<file path="src/rtl/rom_line_buffer_if.sv">
// Request/response and Wishbone signal bundle for rom_line_buffer.
// slave: the line buffer side; master: the bus FSM / flash side.
interface rom_line_buffer_if #(
  parameter int ADDR_W = 22
);
  logic              i_inv;
  logic              req_valid;
  logic              req_ready;
  logic [ADDR_W-1:0] req_addr;
  logic              req_burst;
  logic              rsp_valid;
  logic [31:0]       rsp_data;
  logic              rsp_last;
  logic              rsp_err;
  logic              o_wb_cyc;
  logic              o_wb_stb;
  logic [ADDR_W-1:0] o_wb_addr;
  logic [3:0]        o_wb_sel;
  logic              i_wb_stall;
  logic              i_wb_ack;
  logic [31:0]       i_wb_data;

  modport slave (
    input  i_inv, req_valid, req_addr, req_burst,
    input  i_wb_stall, i_wb_ack, i_wb_data,
    output req_ready, rsp_valid, rsp_data,
    output rsp_last, rsp_err,
    output o_wb_cyc, o_wb_stb, o_wb_addr, o_wb_sel
  );

  modport master (
    output i_inv, req_valid, req_addr, req_burst,
    output i_wb_stall, i_wb_ack, i_wb_data,
    input  req_ready, rsp_valid, rsp_data,
    input  rsp_last, rsp_err,
    input  o_wb_cyc, o_wb_stb, o_wb_addr, o_wb_sel
  );
endinterface

</file>
<file path="src/rtl/rom_line_buffer.sv">
// One-line (4 x 32-bit) ROM read buffer in front of an SPI flash reader.
// Ports: clk, rst (async, active-low), bus (req/rsp + Wishbone, slave).
module rom_line_buffer #(
  parameter int ADDR_W  = 22,
  parameter int TIMEOUT = 1023
) (
  input logic              clk,
  input logic              rst,
  rom_line_buffer_if.slave bus
);
  localparam int TW = $clog2(TIMEOUT + 1);

  typedef enum logic [2:0] {
    IDLE, HIT, STB, WAIT, FEND, ERR
  } state_t;

  state_t            state;
  state_t            nxt;
  logic [ADDR_W-3:0] tag;
  logic [1:0]        w;
  logic [1:0]        cnt;
  logic [1:0]        word;
  logic              burst;
  logic              line_valid;
  logic              inv_seen;
  logic [TW-1:0]     tmo;
  logic [31:0]       lbuf [4];
  logic              fwd_valid;
  logic              fwd_last;
  logic [31:0]       fwd_data;
  logic              accept;
  logic              hit;
  logic              taken;
  logic              acked;
  logic              tmo_hit;

  assign word    = w + cnt;
  assign accept  = bus.req_valid && state == IDLE;
  assign hit     = line_valid && !bus.i_inv &&
                   tag == bus.req_addr[ADDR_W-1:2];
  assign taken   = state == STB && !bus.i_wb_stall;
  assign acked   = state == WAIT && bus.i_wb_ack;
  assign tmo_hit = state == WAIT && !bus.i_wb_ack &&
                   tmo == TW'(TIMEOUT - 1);

  always_ff @(posedge clk or negedge rst) begin
    if (!rst) state <= IDLE;
    else      state <= nxt;
  end

  always_comb begin
    nxt = state;
    unique case (state)
      IDLE: if (accept) nxt = hit ? HIT : STB;
      HIT:  if (!burst || cnt == 2'd3) nxt = IDLE;
      STB:  if (taken) nxt = WAIT;
      WAIT: begin
        if (acked)        nxt = (cnt == 2'd3) ? FEND : STB;
        else if (tmo_hit) nxt = ERR;
      end
      FEND: nxt = IDLE;
      ERR:  nxt = IDLE;
      default: nxt = IDLE;
    endcase
  end

  always_comb begin
    bus.req_ready = state == IDLE;
    bus.o_wb_cyc  = state == STB || state == WAIT;
    bus.o_wb_stb  = state == STB;
    bus.o_wb_sel  = (state == STB) ? 4'hF : 4'h0;
    bus.o_wb_addr = (state == STB || state == WAIT) ?
                    {tag, word} : '0;
    bus.rsp_valid = fwd_valid;
    bus.rsp_data  = fwd_valid ? fwd_data : '0;
    bus.rsp_last  = fwd_valid && fwd_last;
    bus.rsp_err   = 1'b0;
    if (state == HIT) begin
      bus.rsp_valid = 1'b1;
      bus.rsp_data  = lbuf[word];
      bus.rsp_last  = !burst || cnt == 2'd3;
    end
    if (state == ERR) begin
      bus.rsp_valid = 1'b1;
      bus.rsp_data  = 32'hFFFF_FFFF;
      bus.rsp_last  = 1'b1;
      bus.rsp_err   = 1'b1;
    end
  end

  always_ff @(posedge clk or negedge rst) begin
    if (!rst) begin
      tag        <= '0;
      w          <= '0;
      cnt        <= '0;
      burst      <= 1'b0;
      line_valid <= 1'b0;
      inv_seen   <= 1'b0;
      tmo        <= '0;
      fwd_valid  <= 1'b0;
      fwd_last   <= 1'b0;
      fwd_data   <= '0;
      for (int i = 0; i < 4; i++) lbuf[i] <= '0;
    end else begin
      fwd_valid <= 1'b0;
      fwd_last  <= 1'b0;
      if (accept) begin
        tag   <= bus.req_addr[ADDR_W-1:2];
        w     <= bus.req_addr[1:0];
        burst <= bus.req_burst;
        cnt   <= '0;
      end else if (state == HIT || acked) begin
        cnt <= cnt + 2'd1;
      end
      if (taken)             tmo <= '0;
      else if (state == WAIT) tmo <= tmo + TW'(1);
      if (acked) begin
        lbuf[word] <= bus.i_wb_data;
        fwd_data   <= bus.i_wb_data;
        // single reads forward only the critical word
        fwd_valid  <= burst || cnt == 2'd0;
        fwd_last   <= burst ? cnt == 2'd3 : cnt == 2'd0;
      end
      // an invalidate racing the accept is already a miss;
      // the fill that follows fetches fresh data
      if (accept)
        inv_seen <= 1'b0;
      else if (bus.o_wb_cyc && bus.i_inv)
        inv_seen <= 1'b1;
      if (acked && cnt == 2'd3)
        line_valid <= !(inv_seen || bus.i_inv);
      else if (bus.i_inv || (accept && !hit))
        line_valid <= 1'b0;
    end
  end
endmodule

</file>
<file path="src/flat_wrapper.sv">
// flat-port wrapper written by rule: the top's interface ports become plain ports
module rom_line_buffer_flat 
#(
  parameter int ADDR_W  = 22,
  parameter int TIMEOUT = 1023
)
  (clk, rst, bus_i_inv, bus_req_valid, bus_req_addr, bus_req_burst, bus_i_wb_stall, bus_i_wb_ack, bus_i_wb_data, bus_req_ready, bus_rsp_valid, bus_rsp_data, bus_rsp_last, bus_rsp_err, bus_o_wb_cyc, bus_o_wb_stb, bus_o_wb_addr, bus_o_wb_sel);
  rom_line_buffer_if #(.ADDR_W(ADDR_W)) bus_i ();
  input logic clk;
  input logic rst;
  input wire logic [$bits(bus_i.i_inv)-1:0] bus_i_inv;
  input wire logic [$bits(bus_i.req_valid)-1:0] bus_req_valid;
  input wire logic [$bits(bus_i.req_addr)-1:0] bus_req_addr;
  input wire logic [$bits(bus_i.req_burst)-1:0] bus_req_burst;
  input wire logic [$bits(bus_i.i_wb_stall)-1:0] bus_i_wb_stall;
  input wire logic [$bits(bus_i.i_wb_ack)-1:0] bus_i_wb_ack;
  input wire logic [$bits(bus_i.i_wb_data)-1:0] bus_i_wb_data;
  output wire logic [$bits(bus_i.req_ready)-1:0] bus_req_ready;
  output wire logic [$bits(bus_i.rsp_valid)-1:0] bus_rsp_valid;
  output wire logic [$bits(bus_i.rsp_data)-1:0] bus_rsp_data;
  output wire logic [$bits(bus_i.rsp_last)-1:0] bus_rsp_last;
  output wire logic [$bits(bus_i.rsp_err)-1:0] bus_rsp_err;
  output wire logic [$bits(bus_i.o_wb_cyc)-1:0] bus_o_wb_cyc;
  output wire logic [$bits(bus_i.o_wb_stb)-1:0] bus_o_wb_stb;
  output wire logic [$bits(bus_i.o_wb_addr)-1:0] bus_o_wb_addr;
  output wire logic [$bits(bus_i.o_wb_sel)-1:0] bus_o_wb_sel;
  assign bus_i.i_inv = bus_i_inv;
  assign bus_i.req_valid = bus_req_valid;
  assign bus_i.req_addr = bus_req_addr;
  assign bus_i.req_burst = bus_req_burst;
  assign bus_i.i_wb_stall = bus_i_wb_stall;
  assign bus_i.i_wb_ack = bus_i_wb_ack;
  assign bus_i.i_wb_data = bus_i_wb_data;
  assign bus_req_ready = bus_i.req_ready;
  assign bus_rsp_valid = bus_i.rsp_valid;
  assign bus_rsp_data = bus_i.rsp_data;
  assign bus_rsp_last = bus_i.rsp_last;
  assign bus_rsp_err = bus_i.rsp_err;
  assign bus_o_wb_cyc = bus_i.o_wb_cyc;
  assign bus_o_wb_stb = bus_i.o_wb_stb;
  assign bus_o_wb_addr = bus_i.o_wb_addr;
  assign bus_o_wb_sel = bus_i.o_wb_sel;
  rom_line_buffer #(.ADDR_W(ADDR_W), .TIMEOUT(TIMEOUT)) u_core (.clk(clk), .rst(rst), .bus(bus_i));
endmodule
</file>
<file path="config.mk">
export PLATFORM = sky130hd
export DESIGN_NAME = rom_line_buffer_flat
export DESIGN_NICKNAME = d
export VERILOG_FILES = /design/src/rtl/rom_line_buffer_if.sv /design/src/rtl/rom_line_buffer.sv /design/src/flat_wrapper.sv
export SDC_FILE = /design/constraint.sdc
export NUM_CORES = 1
export LEC_CHECK = 0
export CAP_MARGIN = 20
export CORE_MARGIN = 3
export CORE_UTILIZATION = 45
export CTS_CLUSTER_DIAMETER = 120
export DETAILED_ROUTE_END_ITERATION = 6
export GPL_TIMING_DRIVEN = 1
export PLACE_DENSITY_LB_ADDON = 0.05
export SYNTH_ARGS = -nofsm -noshare
export SYNTH_HDL_FRONTEND = slang
export SYNTH_SLANG_ARGS = --single-unit
</file>
<file path="constraint.sdc">
create_clock -name clk -period 2.3 [get_ports clk]
set_input_delay 0.46 -clock clk [delete_from_list [all_inputs] [get_ports clk]]
set_output_delay 0.46 -clock clk [all_outputs]
set_load 0.01 [all_outputs]
</file>
==> results of run 1 <==
==> kinds of logic after synthesis <==
family | Yosys count
AOI/OAI and AO/OA | 112
muxes | 153
adders and majority gates | 5
buffers and inverters | 67
xor gates and xnor gates | 32
DFF | 202
and+or+nand+nor | 321
==> power by group through the flow <==
stage | Combinational (uW) | Clock [uW] | Sequential, uW
6_report | 11000 | 3560 | 6220
4_1_cts | 10700 | 3660 | 6180
3_3_place_gp | 9050 | 0 | 6140
3_5_place_dp | 9120 | 0 | 6190
2_1_floorplan | 5780 | 0 | 5930
5_1_grt | 11900 | 3800 | 6420
==> layout make-up <==
class,count,area share
flip-flops and latches,202,0.385
multi-input cells,623,0.356
well taps,275,0.0262
inverters,7,0.00257
repair buffers,222,0.173
clock buffers,37,0.0541
clock inverters,4,0.00152
repair inverters,1,0.000858
==> worst max-delay path: cells and delay by family (launching register included) <==
kind / cells / cell delay [ps]
DFF: 1 / 410
xor gates and xnor gates: 2 / 370
and+or+nand+nor: 1 / 40
buffers and inverters: 5 / 700
AOI/OAI and AO/OA: 2 / 370
adders and majority gates: 1 / 190
==> cells in the final DEF (no fill, tap or decap), types with 3 or more instances in the layout <==
cell | netlist | routed
clkinv_2 | 0 | 4
inv_1 | 6 | 6
clkbuf_2 | 0 | 20
dfrtp_1 | 202 | 201
nor4_1 | 6 | 6
mux2_4 | 0 | 47
buf_6 | 9 | 10
a31o_1 | 25 | 25
a31oi_2 | 0 | 22
nand3_1 | 3 | 3
clkbuf_16 | 0 | 29
buf_8 | 0 | 5
nor3_1 | 4 | 3
a21oi_1 | 37 | 37
mux2_1 | 34 | 33
nand2_1 | 234 | 228
o22ai_1 | 3 | 3
mux2_2 | 117 | 71
o21ai_0 | 3 | 3
buf_16 | 0 | 4
clkbuf_8 | 0 | 5
xor2_1 | 22 | 22
buf_2 | 20 | 32
a31o_2 | 7 | 7
nor2_4 | 1 | 3
a31oi_1 | 33 | 11
nor2_1 | 21 | 19
buf_4 | 10 | 48
and2_1 | 23 | 23
ha_1 | 5 | 3
clkdlybuf4s50_1 | 0 | 59
nand2_2 | 0 | 6
nand4_1 | 6 | 6
clkbuf_1 | 20 | 8
buf_12 | 0 | 27
dlygate4sd2_1 | 0 | 7
xnor2_1 | 7 | 7
==> what timing repair did <==
item	CTS	global route
cloned	5	6
endpoints found under the setup margin	65	132
hold buffers	1	0
hold endpoints to repair	43	0
gates resized for setup	223	88
pin swaps	12	10
setup buffers	17	3
==> per-layer routing <==
layer	up-vias	wire length [um]
li1	3438	-
met1	3658	12000
met2	179	12600
met3	42	1550
met4	2	485
met5	-	9
==> worst max-delay path by stage <==
| stage | startpoint | endpoint | depth (start not counted) |
|---|---|---|---|
| floorplan | u_core.cnt[0] | bus_rsp_data[15] | 8 |
| global placement | u_core.cnt[0] | bus_rsp_data[14] | 8 |
| detailed placement | u_core.w[0] | bus_rsp_data[14] | 8 |
| CTS | u_core.w[0] | bus_rsp_data[26] | 11 |
| global route | u_core.cnt[0] | bus_rsp_data[18] | 10 |
| finish | u_core.w[0] | bus_rsp_data[26] | 11 |
==> sequential cells by signal, indices dropped and copies added, names as in the netlist <==
register,count
u_core.fwd_valid,1
u_core.tag,20
u_core.fwd_last,1
u_core.lbuf,128
u_core.cnt,2
u_core.state,3
u_core.inv_seen,1
u_core.burst,1
u_core.tmo,10
u_core.w,2
u_core.fwd_data,32
u_core.line_valid,1
==> through the flow <==
stage | area, um2 | hold slack (ps) | cells | total power, uW
2_1_floorplan | 9840 | 164 | 892 | 11700
3_3_place_gp | 11800 | 447 | 1300 | 15200
3_5_place_dp | 11800 | 448 | 1300 | 15300
4_1_cts | 12800 | 468 | 1364 | 20500
5_1_grt | 13100 | 492 | 1371 | 22100
6_report | 13100 | 468 | 1371 | 20800
==> impl_metrics.csv, run 1 <==
group,metric,value,unit
layout,antennaDiodeCount,0,
timing,layout_min_cycle_time,3060,ps
detailed_routing,ant_nets,0,
detailed_routing,drc,0,
placed_design,gp_congestion,0.770,
global_routing,antenna_found_initial,1,
power,pwr-share-clk,0.171,
power,p_sw,7700,uW
timing,fmax,0.327,GHz
floorplanning,row_count,53,
synthesis,ys_types,50,
cts,clock_path_buffers,3,
cts,cts_tree,"built",
synthesis,ys_seq_elements,202,
synthesis,synthMuxAreaShare,0.177,
power,p_per_area,1590,nW/um2
detailed_routing,drt-initial-drc-count,394,
timing,finalSetupTns,-22720,ps
placed_design,dp_hpwl,15.8,mm
synthesis,syn_area_per_cell,10.9,um2
synthesis,synthCells,892,
power,pwr-share-comb,0.531,
critical_path,ff2ff_path_depth,10,
synthesis,async_reset_ff_frac,1.00,
floorplanning,start_util,0.461,
critical_path,crit_path_top_delay_cell,"dfrtp_1",
layout,area_growth,35.1,%
synthesis,synth-compound-area-share,0.0758,
timing,max_slew_margin,0.709,
timing,drv_slew,0,
critical_path,startpoint_type,"flip-flop",
global_routing,grt_pass1_wl,41.4,mm
synthesis,yosys_warnings,0,
critical_path,cp.arrival,2600,ps
placed_design,dp_slack,-622,ps
timing,timing.final.ws_setup,-757,ps
critical_path,r2r-start,"u_core.w[0]",
floorplanning,pin_count,125,
power,ir_drop,836,uV
global_routing,grt_max_degree,63,
outcome,violations,"negative setup slack",
layout,final_layout_size_suffix_gt1_frac,0.328,
critical_path,cp_cell_sequence,"ha_4 > xnor2_4 > buf_6 > xor2_4 > buf_12 > buf_12 > buf_16 > nand2_2 > a31o_1 > a31oi_2 > buf_2",
flow_run,drv_cap,0,
global_routing,gr-usage-met3,0.0408,
floorplanning,die_h,153,um
critical_path,max_stage_delay,410,ps
detailed_routing,wl_per_cell,19.4,um
synthesis,synth_edf_count,0,
timing,worstMarginPinSlew,437,ps
detailed_routing,wirelength,26.6,mm
layout,fin_nets,1147,
synthesis,synth-simple-area-share,0.147,
critical_path,path_common_cell,"buf_12",
cts,cts_root_buffer,"clkbuf_16",
power,switching_share,0.370,
layout,register_area,5060,um2
global_routing,gr-usage-met1,0.303,
cts,cts_sinks,202,
synthesis,yosys-top-cells-area,"dfrtp_1 (52%), mux2_2 (14%), nand2_1 (9.0%)",
outcome,status,"complete, but fails checks",
cts,insertion_delay,510,ps
power,p_seq_frac,0.298,
cts,cts.htree.levels,1,
synthesis,yosysMostFrequentCell,"nand2_1",
critical_path,r2r_end,"u_core.lbuf[35]",
timing,rsz0062_at_grt,"true",
timing,fin_crit_sh,1.33,
synthesis,yosys.area.top_type,"dfrtp_1",
min_path,hold_path_class,"in -> async",
cts,clkTransAtPathRegs,60,ps
layout,fillers,1758,
global_routing,busiest_layer,"met2",
synthesis,synthTopCellsByCount,"nand2_1 (234), dfrtp_1 (202), mux2_2 (117)",
detailed_routing,viasPerCell,5.34,
synthesis,synth_top_area_share,0.520,
synthesis,yosysSeqAreaShare,0.520,
global_routing,grt_pass1_vias,7636,
synthesis,netlist_area,9720,um2
critical_path,cp-end-kind,"primary output",
power,intPower,13100,uW
floorplanning,die_w,153,um
detailed_routing,vias,7319,
synthesis,synthesis.nets,958,
critical_path,r2r_slack,-60,ps
global_routing,use_met2,0.352,
layout,utilization,0.623,
timing,finalSetupViolations,65,
critical_path,crit_type,"reg -> out",
synthesis,synthAdderAreaFrac,0.00644,
power,p_leak,0.00596,uW
critical_path,worstPathRequired,1840,ps
global_routing,grt_usage,0.216,
synthesis,synth_top_family_by_area,"multiplexers",
synthesis,synth_ff_type,"dfrtp_1",
timing,skew,6.68,ps
layout,multi_input_area,4680,um2
detailed_routing,drt_first_pass_iters,5,
placed_design,io_buffers,124,
cts,numCtsBuffers,24,
timing,hold_violations,0,
critical_path,cp_max_fo,8,
synthesis,synthXorXnorAreaFrac,0.0346,
global_routing,gr-total-overflow,0,
floorplanning,dieArea,23400,um2
floorplanning,core,21100,um2
No activity file was read; power rests on OpenSTA's default activity.
==> run 2: changes to the inputs <==
- ABC_AREA: unset -> 1
- SETUP_SLACK_MARGIN: unset -> 0.02
==> run 2 against run 1 <==
Against the previous run:
- the flow still finishes with violations (negative setup slack)
- fmax increased by 15%
- cell count increased by 26%
- via count increased by 18%
- clock skew increased by 14 ps
- design area decreased by 1.7%
- synthesized cell count increased by 43%
- worst hold slack got worse by 53 ps
- critical endpoint is now bus_rsp_data[1]
- highest routed layer is now met4
==> impl_metrics.csv, run 2 <==
group,metric,value,unit
outcome,status,"complete, but fails checks",
outcome,violations,"negative setup slack",
synthesis,yosysSeqAreaShare,0.510,
timing,fin_crit_sh,1.16,
timing,drv_slew,0,
layout,multi_input_area,4150,um2
placed_design,dp_hpwl,17.5,mm
power,p_per_area,1490,nW/um2
layout,fillers,1982,
timing,finalSetupTns,-8890,ps
cts,insertion_delay,520,ps
global_routing,grt_pass1_wl,44.1,mm
layout,mostFrequentLayoutCell,"nand2_1",
layout,area_growth,30.1,%
floorplanning,row_count,53,
global_routing,gr-total-overflow,0,
cts,clock_path_buffers,3,
power,power.total,19200,uW
cts,cts.htree.levels,1,
layout,top_regs,"u_core.lbuf (128), u_core.fwd_data (32), u_core.tag (20)",
critical_path,max_stage_delay,400,ps
critical_path,crit_buf_inv,3,
global_routing,grt_pass1_vias,8456,
critical_path,startpoint_type,"flip-flop",
layout,final_layout_size_suffix_gt1_frac,0.183,
global_routing,grt_usage,0.225,
detailed_routing,wirelength,26.6,mm
synthesis,yosys-top-cells-area,"dfrtp_1 (51%), nand2_1 (15%), o21ai_0 (10%)",
critical_path,cp_max_fo,8,
synthesis,synthCells,1280,
floorplanning,core,21400,um2
cts,numCtsBuffers,23,
layout,largest_register,"u_core.lbuf",
synthesis,synth_top_area_share,0.510,
cts,cts_root_buffer,"clkbuf_16",
floorplanning,dieArea,23900,um2
floorplanning,start_util,0.465,
synthesis,ys_types,33,
critical_path,crit_type,"reg -> out",
detailed_routing,drt_first_pass_iters,6,
timing,finalSetupViolations,33,
floorplanning,pin_count,125,
timing,skew,20.6,ps
synthesis,yosys_warnings,0,
timing,worstMarginPinSlew,524,ps
global_routing,grt_max_degree,76,
timing,max_slew_margin,0.648,
critical_path,cp_top_family,"buffers and inverters",
detailed_routing,wl_per_cell,15.4,um
power,ir_drop,941,uV
synthesis,yosysMostFrequentCell,"nand2_1",
detailed_routing,ant_nets,0,
timing,layout_min_cycle_time,2660,ps
floorplanning,die_w,154,um
detailed_routing,vias,8643,
timing,fmax,0.375,GHz
timing,whs,416,ps
cts,cts_sinks,202,
synthesis,yosys.area.top_type,"dfrtp_1",
detailed_routing,viasPerCell,5.01,
min_path,hold_path_class,"in -> async",
cts,cts_tree,"built",
layout,largest_reg_flops,128,
timing,rsz0062_at_grt,"true",
critical_path,worstPathRequired,1840,ps
synthesis,syn_area_per_cell,7.75,um2
synthesis,async_reset_ff_frac,1.00,
detailed_routing,drc,0,
layout,fin_nets,1500,
critical_path,cp-end-kind,"primary output",
layout,antennaDiodeCount,0,
placed_design,dp_slack,-315,ps
placed_design,gp_congestion,0.797,
flow_run,drv_cap,0,
floorplanning,die_h,154,um
synthesis,synth_ff_type,"dfrtp_1",
synthesis,netlist_area,9920,um2
synthesis,synth_edf_count,0,
timing,hold_violations,0,
cts,clkTransAtPathRegs,60,ps
detailed_routing,drt-initial-drc-count,653,
layout,register_area,5060,um2
critical_path,cp_cell_sequence,"ha_4 > buf_6 > clkbuf_16 > nand2_1 > o21ai_0 > and3_1 > o21ai_1 > nand3_1 > buf_2",
placed_design,io_buffers,124,
global_routing,antenna_found_initial,0,
power,p_leak,0.00649,uW
critical_path,cp.arrival,2200,ps
synthesis,synthTopCellsByCount,"nand2_1 (395), o21ai_0 (205), dfrtp_1 (202)",
synthesis,synthesis.nets,1346,
synthesis,ys_seq_elements,202,
timing,timing.final.ws_setup,-364,ps
critical_path,crit_path_top_delay_cell,"dfrtp_1",
layout,final_cell_mix,"nand2_1 (375), dfrtp_1 (201), o21ai_0 (160)",
-- run 2: cell count changes after synthesis, sizes merged, moves of 28 or more --
cell / delta
o21ai: +202
mux2: -151
clkbuf: +28
nor2: +63
a31oi: -32
nand2: +164
inv: +140
nand3: +45
a31o: -32
-- run 2: cell type report --
| class | count | area share |
|---|---|---|
| flip-flops and latches | 202 | 0.392 |
| multi-input cells | 856 | 0.322 |
| repair buffers | 203 | 0.154 |
| clock buffers | 31 | 0.0516 |
| inverters | 148 | 0.0438 |
| well taps | 275 | 0.0267 |
| clock inverters | 11 | 0.0106 |
-- run 2: per-stage QoR --
step / utilization / instance area (um2) / instances
4_1_cts: 0.599 / 12800 / 1725
3_3_place_gp: 0.552 / 11800 / 1664
3_5_place_dp: 0.552 / 11800 / 1664
2_1_floorplan: - / 9920 / 1280
5_1_grt: 0.604 / 12900 / 1726
6_report: 0.604 / 12900 / 1726
-- run 2: what timing repair did --
action                                 CTS  global route
pin swaps                               36            26
endpoints found under the hold margin   27             0
setup buffers                           16             2
hold buffers                             1             0
setup endpoints to repair               63            51
resized for setup                      273            81
gates cloned                             2             1
-- run 2: per-layer routing --
layer / vias up / part of all wire / GRT usage
met5: - / 0 / 0
li1: 4372 / - / -
met4: 0 / 0.020 / 0.0563
met1: 4033 / 0.46 / 0.326
met3: 40 / 0.047 / 0.0299
met2: 198 / 0.47 / 0.361
-- run 2: worst paths after layout --
path                                             to  slack (ps)               start  cells after the start
worst min register to register   u_core.fwd_data[8]         490  u_core.fwd_data[8]                      2
max in group asynchronous             u_core.tmo[2]        1180                 rst                      3
worst max-delay path                bus_rsp_data[1]        -360       u_core.cnt[0]                      9
worst max register to register       u_core.lbuf[3]         360         u_core.w[0]                      7
worst min-delay path            u_core.fwd_data[29]         420                 rst                      2
min in group clk                 u_core.fwd_data[8]         490  u_core.fwd_data[8]                      2
-- run 2: logic make-up (layout without fill, tap and decap cells) --
family | Yosys count | after routing | share of synthesized area
AO/OA/AOI/OAI | 273 | 273 | 0.150
adder cells (fa/ha/maj) | 5 | 5 | 0.00631
XOR/XNOR | 3 | 3 | 0.00265
AND/OR/NAND/NOR | 575 | 575 | 0.239
flip-flops | 202 | 202 | 0.510
buffers and inverters | 222 | 393 | 0.0923
-- run 2: power breakdown --
group / internal (uW) / switching, uW
sequential: 5060 / 814
combinational: 4240 / 5270
clock: 2370 / 1480
